===== config.mk =====
export PLATFORM = sky130hd
export DESIGN_NAME = ram_arbiter
export DESIGN_NICKNAME = d
export VERILOG_FILES = /design/src/rtl/rr_priority.sv /design/src/rtl/simple_ram.sv /design/src/rtl/ram_arbiter.sv
export SDC_FILE = /design/constraint.sdc
export NUM_CORES = 2
export LEC_CHECK = 0
export ABC_AREA = 1
export CORE_AREA = 2 2 497 499
export DETAILED_ROUTE_END_ITERATION = 12
export DIE_AREA = 0 0 499 501
export SLEW_MARGIN = 5
export SYNTH_ARGS = -nofsm -noshare
export SYNTH_HDL_FRONTEND = slang
export SYNTH_HIERARCHICAL = 1
export SYNTH_SLANG_ARGS = --single-unit

===== constraint.sdc =====
create_clock -name clk -period 5.81 [get_ports clk]
set_input_delay 0.581 -clock clk [delete_from_list [all_inputs] [get_ports clk]]
set_output_delay 0.581 -clock clk [all_outputs]
set_load 0.01 [all_outputs]

===== src/rtl/rr_priority.sv =====
// Round-robin priority search: starting at ptr and wrapping modulo PORTS,
// the first asserted request wins. Purely combinational.
module rr_priority #(
  parameter int PORTS = 2,
  parameter int PW    = 1
) (
  input  logic [PORTS-1:0] req,
  input  logic [PW-1:0]    ptr,
  output logic [PORTS-1:0] win_oh,
  output logic [PW-1:0]    win_idx
);

  // Walk the ports from ptr upwards with wrap-around and keep the first requester.
  always_comb begin
    logic [PW:0] pos;
    logic        found;
    win_oh  = '0;
    win_idx = '0;
    found   = 1'b0;
    pos     = '0;
    for (int k = 0; k < PORTS; k++) begin
      pos = {1'b0, ptr} + (PW+1)'(k);
      if (pos >= (PW+1)'(PORTS)) begin
        pos = pos - (PW+1)'(PORTS);
      end
      if (!found && req[pos[PW-1:0]]) begin
        found                = 1'b1;
        win_oh[pos[PW-1:0]]  = 1'b1;
        win_idx              = pos[PW-1:0];
      end
    end
  end

endmodule


===== src/rtl/simple_ram.sv =====
// Single-port synchronous RAM with a registered read port, written so that
// block RAM is inferred. Read data only updates on a read enable.
module simple_ram #(
  parameter int SIZE  = 8,
  parameter int DEPTH = 256,
  parameter int AW    = 8
) (
  input  logic            clk,
  input  logic            we,
  input  logic            re,
  input  logic [AW-1:0]   addr,
  input  logic [SIZE-1:0] wdata,
  output logic [SIZE-1:0] rdata
);

  logic [SIZE-1:0] mem [DEPTH];

  // One access per cycle: write the word, or register the addressed word for readout.
  always_ff @(posedge clk) begin
    if (we) begin
      mem[addr] <= wdata;
    end
    if (re) begin
      rdata <= mem[addr];
    end
  end

endmodule


===== src/rtl/ram_arbiter.sv =====
// Round-robin arbiter sharing one single-port RAM between PORTS requesters.
// One transfer per cycle; read data returns one cycle after the grant on a
// shared bus, tagged by a one-hot rd_valid.
//
// Handshake: a requester raises req[p] with we/addr/wdata and holds them until
// it sees gnt[p]; the transfer happens in the cycle where req[p] & gnt[p] is
// true, using the values present in that cycle. Read returns have no
// back-pressure: rd_data must be taken in the cycle rd_valid[p] is high.
module ram_arbiter #(
  parameter  int SIZE  = 8,
  parameter  int DEPTH = 256,
  parameter  int PORTS = 2,
  localparam int AW    = $clog2(DEPTH),
  localparam int PW    = (PORTS > 1) ? $clog2(PORTS) : 1
) (
  input  logic                  clk,
  input  logic                  rst_n,
  input  logic [PORTS-1:0]      req,
  input  logic [PORTS-1:0]      we,
  input  logic [PORTS*AW-1:0]   addr,
  input  logic [PORTS*SIZE-1:0] wdata,
  output logic [PORTS-1:0]      gnt,
  output logic [PORTS-1:0]      rd_valid,
  output logic [SIZE-1:0]       rd_data
);

  logic [PW-1:0]    ptr;
  logic [PORTS-1:0] win_oh;
  logic [PW-1:0]    win_idx;
  logic             xfer;
  logic [AW-1:0]    sel_addr;
  logic             sel_we;
  logic [SIZE-1:0]  sel_wdata;
  logic             in_range;
  logic             ram_we;
  logic             ram_re;
  logic [SIZE-1:0]  ram_rdata;
  logic             oor_q;

  rr_priority #(
    .PORTS (PORTS),
    .PW    (PW)
  ) u_prio (
    .req     (req),
    .ptr     (ptr),
    .win_oh  (win_oh),
    .win_idx (win_idx)
  );

  // Grant is combinational and suppressed immediately while reset is held.
  assign gnt  = rst_n ? win_oh : '0;
  assign xfer = |gnt;

  // Steer the winning port's request onto the RAM.
  assign sel_addr  = addr[win_idx*AW +: AW];
  assign sel_we    = we[win_idx];
  assign sel_wdata = wdata[win_idx*SIZE +: SIZE];

  // Addresses at or beyond DEPTH are accepted but never touch the array.
  assign in_range = ({1'b0, sel_addr} < (AW+1)'(DEPTH));
  assign ram_we   = xfer & sel_we & in_range;
  assign ram_re   = xfer & ~sel_we & in_range;

  simple_ram #(
    .SIZE  (SIZE),
    .DEPTH (DEPTH),
    .AW    (AW)
  ) u_ram (
    .clk   (clk),
    .we    (ram_we),
    .re    (ram_re),
    .addr  (sel_addr),
    .wdata (sel_wdata),
    .rdata (ram_rdata)
  );

  // Advance the pointer past the winner, and register read-return tag and oor flag.
  always_ff @(posedge clk or negedge rst_n) begin
    if (!rst_n) begin
      ptr      <= '0;
      rd_valid <= '0;
      oor_q    <= 1'b0;
    end else begin
      if (xfer) begin
        if (win_idx == PW'(PORTS-1)) begin
          ptr <= '0;
        end else begin
          ptr <= win_idx + 1'b1;
        end
      end
      rd_valid <= gnt & {PORTS{~sel_we}};
      oor_q    <= xfer & ~sel_we & ~in_range;
    end
  end

  // Out-of-range reads return zero instead of the (unread) RAM output.
  assign rd_data = oor_q ? '0 : ram_rdata;

endmodule


# ---- Word-level counts from Yosys, hierarchy flattened
# Memories as Yosys holds them, arrays and structs flattened. A register that Yosys moved wholly into a read port is not among the register bits.
# Index checks and enable logic that the tools add are counted.
dict set report word_totals {
  register_bits 3
  ramBits 2048
  output_inout_bits 12
  elab_cells 47
  memories 1
}
dict set report classes {
  n_addsub 4
  order_cmp 7
  n_shift 2
  mux 21
  bitwise 5
  n_reduce_logical 5
}
# memory depth word_bits rd rd_ports_with_merged_regs write_ports line
set mem_list {}
lappend mem_list {u_ram.mem 256 8 1 1 1 simple_ram.sv:16} ;# logic [SIZE-1:0] mem [DEPTH];
# cell n
set op_table {}
lappend op_table {{$shiftx 16x5->8} 2}
lappend op_table {{$mux 1} 16}
lappend op_table {{$lt 1x2->1 const B} 3}
lappend op_table {{$mux 2} 3}
lappend op_table {{$logic_and 1x1->1} 3}
lappend op_table {{$add 1x1->2 const B} 1}
lappend op_table {{$and 1x1->1} 2}
lappend op_table {{$and 2x2->2} 1}
lappend op_table {{$demux 1 s1} 2}
lappend op_table {{$ge 1x1->1 const B} 2}
lappend op_table {{$ge 1x2->1 const B} 1}
lappend op_table {{$ge 2x2->1 const B} 1}
lappend op_table {{$or 2x2->2} 1}
lappend op_table {{$reduce_or 2->1} 1}
lappend op_table {{$sub 1x1->1 const B} 2}
lappend op_table {{$add 1x1->1 const B} 1}
lappend op_table {{$logic_not 1->1} 1}
lappend op_table {{$not 1->1} 1}

# ---- Logic depth before layout (Yosys ltp)
dict set report logic_depth {
  depth_word 14
  ltp_mapped 22
  mapped_depth_nobuf 18
}

# ---- Modules after synthesis
# Netlist, hierarchy kept.
# module n_inst cells_per_inst area_each_um2
set modules_own_cells {}
lappend modules_own_cells {simple_ram 1 8021 84936.5}
lappend modules_own_cells {ram_arbiter 1 76 416.6}
lappend modules_own_cells {rr_priority 1 5 28.8}

# ---- Worst setup path before layout
# No wires, ideal clock.
dict set report synth_path {
  kind {input -> register}
  from {input req[1]}
  to {memory u_ram.mem[0][0] (data pin)}
  setup_ns 0.826
  arrival_time_ns 4.100
  required_ns 4.984
  slack_ns 0.884
  stages 6
  path_cell_list {inv_1 -> a21oi_1 -> buf_6 -> buf_4 -> nand2_1 -> nand2_1}
}
dict set report synth_between {
  elab_chain_cells 7
  word_cells_on_any_way 10
  classes_between {shift (1); mux (7); reduce/logical (2)}
}
# item line
set synth_lines {}
lappend synth_lines {{start, declared} ram_arbiter.sv:18} ;# input logic [PORTS-1:0] req,
lappend synth_lines {{$mux 1 (implied by the code) (2 in a row)} rr_priority.sv:26} ;# if (!found && req[pos[PW-1:0]]) begin
lappend synth_lines {{$mux 1} rr_priority.sv:26}
lappend synth_lines {{$logic_not 1->1} rr_priority.sv:26}
lappend synth_lines {{$logic_and 1x1->1} rr_priority.sv:26}
lappend synth_lines {{$mux 1 (*)} rr_priority.sv:26}
lappend synth_lines {{net win_idx} ram_arbiter.sv:29} ;# logic [PW-1:0] win_idx;
lappend synth_lines {{$shiftx 16x5->8 (*)} ram_arbiter.sv:57} ;# assign sel_wdata = wdata[win_idx*SIZE +: SIZE];
lappend synth_lines {{net sel_wdata[0]} ram_arbiter.sv:33} ;# logic [SIZE-1:0] sel_wdata;
lappend synth_lines {{end, declared} simple_ram.sv:16}
# Mark *: on every way through the listed nets, which the timed path passes. The rest lies on a longest branch. The select of a mux whose other input is x is not followed.

# ---- Worst setup path after layout
dict set report layout_path {
  from {register ptr}
  to {register u_ram.rdata[7] (read register of u_ram.mem) (data pin)}
}
dict set report layout_between {
  word_cells_on_any_way 36
  classes_between {add/sub (3); order compare (6); shift (1); mux (18); bitwise (3); reduce/logical (5)}
}
# item line
set layout_rtl {}
lappend layout_rtl {{start, declared} ram_arbiter.sv:27} ;# logic [PW-1:0] ptr;
lappend layout_rtl {{start signal, assigned} ram_arbiter.sv:88} ;# ptr <= win_idx + 1'b1;
lappend layout_rtl {{$ge 1x2->1 or $sub 1x1->1 (tied branches)} {rr_priority.sv:23, rr_priority.sv:24}}
lappend layout_rtl {{$mux 1} rr_priority.sv:23} ;# if (pos >= (PW+1)'(PORTS)) begin
lappend layout_rtl {{$mux 1 (implied by the code) (2 in a row)} rr_priority.sv:26}
lappend layout_rtl {{$mux 1} rr_priority.sv:26}
lappend layout_rtl {{$logic_not 1->1} rr_priority.sv:26}
lappend layout_rtl {{$logic_and 1x1->1} rr_priority.sv:26}
lappend layout_rtl {{$mux 1 (*)} rr_priority.sv:26}
lappend layout_rtl {{net win_idx} ram_arbiter.sv:29}
lappend layout_rtl {{$shiftx 16x5->8 (*)} ram_arbiter.sv:55} ;# assign sel_addr = addr[win_idx*AW +: AW];
lappend layout_rtl {{net sel_addr[0]} ram_arbiter.sv:31} ;# logic [AW-1:0] sel_addr;
lappend layout_rtl {{end, declared} simple_ram.sv:13} ;# output logic [SIZE-1:0] rdata
# Marks and branches as above.
# A chain may end at the register's enable or synchronous reset.

==> impl_metrics.yaml <==
routing:
  drc: 0
  drtIter0Drc: 5820
  drtPass1Iterations: 7
  vias: 56640
  vias_per_cell: 4.92
  drt_wl_total_um: 232000
  ant_nets: 0
  wl_per_cell_um: 20.2
sta:
  hold_slack_ns: 0.270
  rsz0062_at_grt: "no"
  max_slew_margin_pct: 29.7
  worst_clock_skew_ns: 0.0348
  finalHoldViolCount: 0
  fmax_mhz: 222
  finalSetupViolCount: 0
  setup_ws_ns: 1.31
  worst_pin_slew_ns: 1.05
  tns_ns: 0
  finalMaxSlewViolations: 0
  timing.final.crit_share_pct: 77.4
  period_minus_slack_ns: 4.50
floorplanning:
  fp.coreArea_mm2: 0.245
  io_pins: 50
  initial_core_util_pct: 34.9
  dieHeight_um: 501
  fp-row-count: 182
  die_area_mm2: 0.250
  die_x_um: 499
worst_setup_path:
  cp_max_fo: 156
  arrival_ns: 5.09
  cp_cell_sequence: "inv_1, a21oi_2, inv_8, nand2_2, nand2_4, buf_4, buf_12, nand2_1, nand2_1, nand2_1, nand2_1, nand2_1, nand2_1, o21ai_0, nand2_1, nor2_1, nor2_1, nor2_1, nand2_1"
  cp_slowest_cell: "nor2_1"
  crit_path_start_kind: "flip-flop"
  worstSetupEndpointType: "flip-flop"
  required_ns: 6.40
  path_common_cell: "nand2_1"
  criticalPathCategory: "reg2reg"
  max_stage_delay_ns: 0.41
power:
  ir_drop_mv: 0.310
  total_power_w: 0.0334
  leakagePower_nw: 37.7
  powerDensity_mw_per_mm2: 347
placement:
  port_buffers: 49
  pre_cts_ws_ns: 0.775
  dp_hpwl_um: 133000
  gp_congestion: 0.883
clock_network:
  cts_buffers: 208
  clk_pin_slew_worst_paths_ns: 0.06
  clock_sinks: 2059
  htreeDepth: 4
  cts_root_buffer: "clkbuf_16"
  clock_latency_ns: 0.85
  cts-resized-gates: 0
  cts_tree: "yes"
  postCtsSetupBuffers: 0
  postCtsHoldBufs: 0
  cts_buffer_depth: 3
min_path:
  hp-class: "in2async"
synth:
  synth-main-ff-cell: "edfxtp_1"
  yosysMostFrequentCell: "nand2_1"
  synthArstFlopShare_pct: 0.146
  avgSynthCellArea_um2: 10.5
  netlist_area_mm2: 0.0854
  synth_warnings: 6
  yosysTopAreaCellShare_pct: 72.3
  synth_top_cell_by_area: "edfxtp_1"
  synth_fp_nets: 8140
  synthTopCellsByCount: "4817 x nand2_1, 2056 x edfxtp_1, 365 x nor2_1"
  synth-seq-area-share_pct: 72.4
  synth_cells: 8102
  ys_ff_latch: 2059
  synth_edf_count: 2056
  ys_types: 22
  netlist_top_cells_area: "edfxtp_1 72%, nand2_1 21%, nor2_1 1.6%, nand3_1 1.1%, buf_2 1.1%"
global_route:
  grt_max_degree: 157
  gr-total-overflow: 0
  grt_pass1_wl_um: 346000
  grt_antenna_before_repair: 6
  grt_usage_pct: 18.2
  grt_pass1_vias: 55016
final_layout:
  drive_gt1_share_pct: 5.94
  area_growth_pct: 12.9
  fin_util_pct: 39.4
  nets: 8167
outcome:
  status: "complete, no violations"
flow_run:
  max_cap_viol_count: 0
per-stage QoR:
stage | area [um^2] | cells
3_3_place_gp | 90100 | 11139
3_5_place_dp | 90100 | 11139
5_1_grt | 96400 | 11515
6_report | 96400 | 11516
2_1_floorplan | 85400 | 8102
4_1_cts | 96300 | 11507
cells by family (layout without fill, tap and decap cells):
family          after synthesis  count (layout)  synth area share [%]
flops                      2059            2059                  72.4
buf+inv                     462             647                  2.43
simple gates               5385            5385                  24.0
other cells                   0               9                     0
compound gates              196             196                  1.16
flip-flops by register name, summed over array words and instances, names as in the netlist:
register and count:
ptr 1, rd_valid 2, u_ram/rdata 8, u_ram/mem 2048
placed cells by master, fill, tap and decap left out, drive strengths merged:
cell type / count
clkbuf: 262
nand3: 189
diode: 9
inv: 45
buf: 188
nor2: 366
o21ai: 161
clkdlybuf4s50: 49
edfxtp: 2056
dfrtp: 3
bufinv: 6
clkinv: 96
a21oi: 34
clkinvlp: 1
nand2: 4830
a21boi: 1
worst max-delay path, delay by kind of cell (launching register included):
kind	cells	cell delay, ns
flops	1	0.40
simple gates	13	2.05
compound gates	2	0.60
buf+inv	4	0.91
report_power, final:
group / leakage, nW / total, W / internal (W) / switching, W
clock network: 3.04 / 0.0124 / 0.00688 / 0.00555
logic: 16.1 / 0.00423 / 0.000965 / 0.00327
registers: 18.6 / 0.0167 / 0.0167 / 0.0000208
worst paths after layout:
check	start	end	slack (ns)	depth (start not counted)
setup reg to reg	ptr	u_ram/rdata[7]	1.31	19
hold / removal	rst_n	rd_valid[1]	0.27	1
setup / recovery	ptr	u_ram/rdata[7]	1.31	19
max in group asynchronous	rst_n	ptr	4.95	1
hold reg to reg	ptr	ptr	0.60	2
min in group clk	we[1]	rd_valid[0]	0.44	4
routing by layer:
layer | part of all wire, % | vias up | track usage [%] | wire length [um]
met4 | 3.8 | 4 | 7.23 | 8840
met2 | 48 | 1950 | 30.4 | 111000
li1 | - | 26671 | - | -
met3 | 6.7 | 403 | 2.75 | 15500
met5 | 0.012 | - | 0 | 27
met1 | 42 | 27612 | 23.9 | 97200
final cells by class:
| type | instances | area [um^2] |
|---|---|---|
| clock inverters | 106 | 800 |
| clock buffers | 262 | 5450 |
| fillers | 23315 | 148000 |
| flip-flops and latches | 2059 | 61800 |
| repair buffers | 237 | 2410 |
| multi-input cells | 5581 | 21600 |
| well taps | 3220 | 4030 |
| diodes | 9 | 22.5 |
| inverters | 42 | 199 |
(Power assumes the default switching activity.)
